**src/rtl/demo_rect_pkg.sv**
```systemverilog
// Shared tables and types for the pulsing-rectangle animator: channel centers,
// channel colours and the ping-pong direction enum.
package demo_rect_pkg;

    typedef enum logic {UP = 1'b0, DOWN = 1'b1} dir_e;

    localparam int MAX_RECTS = 4;

    // Index 0 is the least significant entry of each packed table.
    localparam logic [MAX_RECTS-1:0][9:0] CX = {10'd320, 10'd480, 10'd160, 10'd320};
    localparam logic [MAX_RECTS-1:0][9:0] CY = {10'd120, 10'd360, 10'd120, 10'd240};
    localparam logic [MAX_RECTS-1:0][5:0] PALETTE = {6'b111111, 6'b110000, 6'b001100, 6'b000011};

    function automatic logic [10:0] abs_diff(input logic [9:0] a, input logic [9:0] c);
        logic signed [10:0] d;
        d = $signed({1'b0, a}) - $signed({1'b0, c});
        return (d < 0) ? 11'(-d) : 11'(d);
    endfunction

endpackage

```
**src/rtl/demo_pingpong_ctr.sv**
```systemverilog
// One channel's size offset, bouncing between 0 and OFFS_MAX by step_i on
// every tick_i.
module demo_pingpong_ctr
    import demo_rect_pkg::*;
#(
    parameter int OFFS_MAX  = 200,
    parameter int RESET_VAL = 0,
    parameter int OW        = $clog2(OFFS_MAX + 1)
) (
    input  logic          clk,
    input  logic          rst_n,
    input  logic          tick_i,
    input  logic [2:0]    step_i,
    output logic [OW-1:0] off_o
);

    dir_e          state_q, state_d;
    logic [OW-1:0] off_q, off_d;
    logic [OW:0]   sum;

    always_ff @(posedge clk or negedge rst_n) begin
        if (!rst_n) begin
            state_q <= UP;
            off_q   <= OW'(RESET_VAL);
        end else begin
            state_q <= state_d;
            off_q   <= off_d;
        end
    end

    // Comparisons carry one extra bit so off+step never wraps.
    always_comb begin
        state_d = state_q;
        off_d   = off_q;
        sum     = {1'b0, off_q} + (OW+1)'(step_i);
        if (tick_i && (step_i != 3'd0)) begin
            case (state_q)
                UP: begin
                    if (sum >= (OW+1)'(OFFS_MAX)) begin
                        off_d   = OW'(OFFS_MAX);
                        state_d = DOWN;
                    end else begin
                        off_d = sum[OW-1:0];
                    end
                end
                DOWN: begin
                    if ({1'b0, off_q} <= (OW+1)'(step_i)) begin
                        off_d   = '0;
                        state_d = UP;
                    end else begin
                        off_d = off_q - OW'(step_i);
                    end
                end
                default: begin
                    state_d = UP;
                end
            endcase
        end
    end

    assign off_o = off_q;

endmodule

```
**src/rtl/demo_rect_animator.sv**
```systemverilog
// Multi-rectangle animator: per-frame ping-pong sizes, 2-stage hit/compose pipeline.
// Define DEMO_BLEND_EN to enable the OR-blend compose mode selected by `mode`.
module demo_rect_animator
    import demo_rect_pkg::*;
#(
    parameter int NUM_RECTS = 3,
    parameter int OFFS_MAX  = 200,
    parameter int BASE_HW   = 20,
    parameter int BASE_HH   = 20
) (
    input  logic       clk,
    input  logic       rst_n,
    input  logic [9:0] pix_x,
    input  logic [9:0] pix_y,
    input  logic       video_active,
    input  logic       hsync_in,
    input  logic       vsync_in,
    input  logic [2:0] speed,
    input  logic       pause,
    input  logic       mode,
    output logic [5:0] rgb_out,
    output logic       hsync_out,
    output logic       vsync_out,
    output logic       frame_tick
);

    localparam int OW = $clog2(OFFS_MAX + 1);

    logic                 vs_d_q;
    logic                 frame_tick_q;
    logic [OW-1:0]        off [NUM_RECTS];
    logic [NUM_RECTS-1:0] hit_d, hit_q;
    logic                 act_q, hs_q, vs_q;
    logic [5:0]           rgb_d, rgb_q;
    logic                 hs2_q, vs2_q;

    // Frame edge detection on the pixel clock.
    always_ff @(posedge clk or negedge rst_n) begin
        if (!rst_n) begin
            vs_d_q       <= 1'b0;
            frame_tick_q <= 1'b0;
        end else begin
            vs_d_q       <= vsync_in;
            frame_tick_q <= vsync_in & ~vs_d_q;
        end
    end

    for (genvar ch = 0; ch < NUM_RECTS; ch++) begin : g_ch
        demo_pingpong_ctr #(
            .OFFS_MAX  (OFFS_MAX),
            .RESET_VAL ((ch * OFFS_MAX) / 4),
            .OW        (OW)
        ) u_ctr (
            .clk    (clk),
            .rst_n  (rst_n),
            .tick_i (frame_tick_q & ~pause),
            .step_i (speed),
            .off_o  (off[ch])
        );
    end

    always_comb begin
        hit_d = '0;
        for (int ch = 0; ch < NUM_RECTS; ch++) begin
            hit_d[ch] = ({1'b0, abs_diff(pix_x, CX[ch])} < (12'(BASE_HW) + 12'(off[ch])))
                     && ({1'b0, abs_diff(pix_y, CY[ch])} < (12'(BASE_HH) + 12'(off[ch] >> 1)));
        end
    end

    // Stage 1: per-channel hits and aligned control.
    always_ff @(posedge clk or negedge rst_n) begin
        if (!rst_n) begin
            hit_q <= '0;
            act_q <= 1'b0;
            hs_q  <= 1'b0;
            vs_q  <= 1'b0;
        end else begin
            hit_q <= hit_d;
            act_q <= video_active;
            hs_q  <= hsync_in;
            vs_q  <= vsync_in;
        end
    end

`ifdef DEMO_BLEND_EN
    always_comb begin
        rgb_d = '0;
        if (act_q) begin
            if (mode) begin
                for (int ch = 0; ch < NUM_RECTS; ch++) begin
                    if (hit_q[ch]) rgb_d = rgb_d | PALETTE[ch];
                end
            end else begin
                for (int ch = NUM_RECTS - 1; ch >= 0; ch--) begin
                    if (hit_q[ch]) rgb_d = PALETTE[ch];
                end
            end
        end
    end
`else
    logic unused_mode;
    assign unused_mode = mode;

    // Scanning downward lets the lowest-index hit overwrite the others.
    always_comb begin
        rgb_d = '0;
        if (act_q) begin
            for (int ch = NUM_RECTS - 1; ch >= 0; ch--) begin
                if (hit_q[ch]) rgb_d = PALETTE[ch];
            end
        end
    end
`endif

    // Stage 2: composed colour and delayed syncs.
    always_ff @(posedge clk or negedge rst_n) begin
        if (!rst_n) begin
            rgb_q <= '0;
            hs2_q <= 1'b0;
            vs2_q <= 1'b0;
        end else begin
            rgb_q <= rgb_d;
            hs2_q <= hs_q;
            vs2_q <= vs_q;
        end
    end

    assign rgb_out    = rgb_q;
    assign hsync_out  = hs2_q;
    assign vsync_out  = vs2_q;
    assign frame_tick = frame_tick_q;

endmodule

```
**config.mk**
```make
export PLATFORM = sky130hd
export DESIGN_NAME = demo_rect_animator
export DESIGN_NICKNAME = d
export VERILOG_FILES = /design/src/rtl/demo_rect_pkg.sv /design/src/rtl/demo_pingpong_ctr.sv /design/src/rtl/demo_rect_animator.sv
export SDC_FILE = /design/constraint.sdc
export NUM_CORES = 1
export LEC_CHECK = 0
export CORE_UTILIZATION = 35
export CTS_CLUSTER_DIAMETER = 100
export CTS_CLUSTER_SIZE = 25
export DETAILED_ROUTE_END_ITERATION = 8
export GPL_TIMING_DRIVEN = 0
export PLACE_DENSITY = 0.55
export SYNTH_ARGS = -nofsm -noshare
export SYNTH_HDL_FRONTEND = slang
export SYNTH_SLANG_ARGS = --single-unit
```
**constraint.sdc**
```tcl
create_clock -name clk -period 2.85 [get_ports clk]
set_input_delay 0.7125 -clock clk [delete_from_list [all_inputs] [get_ports clk]]
set_output_delay 0.7125 -clock clk [all_outputs]
set_load 0.005 [all_outputs]
```
==> impl_metrics.yaml <==
synth:
  ys_async_sr_fraction_pct: 100
  netlist_area_um2: 6000
  netlist.area_leader.share_pct: 20.0
  synth_top_cell_by_area: "ha_1"
  synth_most_common_cell: "ha_1"
  ys_types: 69
  synth_seq_cells: 39
  syn_inst: 765
  synth_commonest_cells: "ha_1, nor2_1, inv_1"
  synth_area_per_cell_um2: 7.84
  syn-num-nets: 897
  synth_edf_count: 0
  ys_seq_area_share_pct: 16.4
  yosys_warnings: 0
  ys.flop_type: "dfrtp_1"
  yosys-top-cells-area: "ha_1, dfrtp_1, xnor2_1, o21ai_0, xor2_1"
cts:
  clock_path_buffers: 2
  cts_tree: "built"
  insertion_delay_ns: 0.30
  cts_sinks: 39
  htreeDepth: 2
  cts_buffers: 5
  clk_pin_slew_ns: 0.06
  cts-root-buf: "clkbuf_16"
floorplan:
  dieWidth_um: 133
  initial_utilization_pct: 36.0
  rows: 47
  core-area_um2: 16600
  ios: 39
  dieArea_um2: 17700
  die_y_um: 133
worst_setup_path:
  critPathCaptureType: "register"
  path_class: "in2reg"
  rr_endpoint: "g_ch[2].u_ctr.off_o[1]$_DFFE_PN0P_"
  path_cells: "buf_12, clkinvlp_4, buf_8, buf_6, ha_4, nor3b_2, or3_4, mux2_4, a211oi_4, nor3_2, a221o_1, a22o_1"
  crit_path_max_fanout: 7
  cp_top_family: "compound AO/OA/AOI/OAI gates"
  slowest_stage: "or3_4"
  reg2regPathDepth: 10
  rrSetupSlack_ns: 0.15
  worstPathArrival_ns: 3.01
  path_buf_inv: 4
  worstReg2RegStart: "g_ch[2].u_ctr.off_o[2]$_DFFE_PN1P_"
  slowest_delay_ns: 0.39
  cp.required_ns: 3.03
  critPathLaunchType: "input port"
timing:
  tns_ns: 0
  slew_viol_final: 0
  rsz0062_at_grt: "true"
  setup_viol: 0
  skew_ns: 0.00720
  period_needed_ns: 2.83
  relSlewSlack_pct: 52.6
  hold_viol: 0
  tightest_slew_ns: 0.711
  min_period_over_period_pct: 99.2
  holdWs_ns: 0.248
  setup_slack_ns: 0.0235
  max_freq_mhz: 354
global_routing:
  grt_use_total_pct: 20.3
  grt_pass1_vias: 5580
  grt_max_degree: 34
  grt_overflow: 0
  grt_pass1_wl_um: 28400
  antenna_found_initial: 1
place:
  gp_congestion: 0.846
  place_area_um2: 6700
  port-buffer-count: 32
  place_ws_ns: -1.48
  dpl.hpwl_um: 13500
routing:
  drt_iter0_drc: 296
  drc: 0
  wl_per_cell_um: 16.8
  via_per_inst: 5.49
  first_pass_iters: 5
  num_vias: 5845
  ant_nets: 0
  drt-total-wl_um: 17900
final_layout:
  fin_util_pct: 46.8
  fill_cells: 1630
  fin_area_um2: 7780
  multi_input_area_um2: 5230
  drive_gt1_share_pct: 23.5
  nets: 975
  seq_area_um2: 983
  syn2layout_area_growth_pct: 29.7
worst_hold_path:
  hold_path.class: "in2async"
power_and_ir_drop:
  p_leak_nw: 3.27
  vdd_drop_max_v: 0.000326
  power_density_nw_per_um2: 629
outcome:
  status: "finished clean"
job:
  maxCapViolCount: 0
-- sequential cells by signal (all words and copies together) (netlist names) --
register	count
act_q	1
frame_tick	1
g_ch.u_ctr.off_o	24
g_ch.u_ctr.state_q	3
hit_q	3
hs_q	1
hsync_out	1
rgb_out	3
vs_q	1
vsync_out	1
-- power breakdown --
| group | internal (mW) | switching, mW |
|---|---|---|
| Sequential | 0.720 | 0.216 |
| Clock | 0.323 | 0.244 |
| Combinational | 1.49 | 1.91 |
| Total | 2.53 | 2.37 |
-- how the worst max path moves through the flow --
stage / from / endpoint / cells past startpoint / slack, ns
global route: speed[1] / g_ch[0].u_ctr.off_o[5]$_DFFE_PN0P_ / 12 / -0.04
CTS: speed[1] / g_ch[0].u_ctr.off_o[5]$_DFFE_PN0P_ / 12 / -0.02
floorplan: speed[1] / g_ch[0].u_ctr.off_o[5]$_DFFE_PN0P_ / 9 / -0.10
global placement: speed[1] / g_ch[2].u_ctr.off_o[4]$_DFFE_PN0P_ / 11 / -1.44
finish: speed[1] / g_ch[0].u_ctr.off_o[5]$_DFFE_PN0P_ / 12 / 0.02
detailed placement: speed[1] / g_ch[2].u_ctr.off_o[4]$_DFFE_PN0P_ / 11 / -1.48
-- stage by stage --
step | instances | total power [mW]
floorplan | 765 | 3.15
global placement | 1017 | 3.87
detailed placement | 1019 | 3.90
CTS | 1050 | 4.63
global route | 1064 | 5.41
finish | 1065 | 4.90
-- cell usage in the layout (no fill, tap or decap), drive strengths merged, types with 7 or more instances in the layout --
| master | n |
|---|---|
| ha | 96 |
| buf | 64 |
| nor2 | 57 |
| xnor2 | 55 |
| inv | 54 |
| nand2 | 54 |
| o21ai | 53 |
| a21oi | 48 |
| clkbuf | 39 |
| dfrtp | 33 |
| xor2 | 30 |
| nor3 | 24 |
| nand3 | 22 |
| a21o | 15 |
| clkdlybuf4s50 | 13 |
| a211oi | 11 |
| a31oi | 10 |
| o22ai | 8 |
| nor2b | 8 |
| a21boi | 8 |
| nand2b | 7 |
-- routing by layer --
metal,global-route usage (%),share of wire (%),vias up
met4,5.17,1.3,0
met1,26.3,45,2768
met3,2.76,4.7,19
li1,-,-,2888
met5,0,0,-
met2,35.3,49,170
-- what timing repair did --
| action | in CTS | in global routing |
|---|---|---|
| gates resized for setup | 143 | 96 |
| pin swaps | 22 | 40 |
| setup buffers | 25 | 17 |
| setup endpoints to repair | 30 | 23 |
| hold buffers | 0 | 0 |
-- kinds of logic after synthesis --
| logic type | Yosys count | share of synthesized area (%) |
|---|---|---|
| flip-flops | 39 | 16.4 |
| XOR/XNOR | 85 | 12.4 |
| AND/OR/NAND/NOR | 217 | 17.9 |
| buffers and inverters | 103 | 6.80 |
| AO/OA/AOI/OAI | 210 | 22.8 |
| multiplexers | 9 | 1.69 |
| adder cells (fa/ha/maj) | 102 | 22.0 |
-- cell type report --
cell class              instances  share of cell area, %
diodes                          1                 0.0322
plain buffers                  41                   3.14
clock buffers                   6                   1.66
clock inverters                 2                  0.161
inverters                      57                   2.97
multi-input cells             623                   67.2
flip-flops and latches         39                   12.6
well taps                     220                   3.54
repair buffers                 76                   8.70
Power figures use the tool's default switching activity.
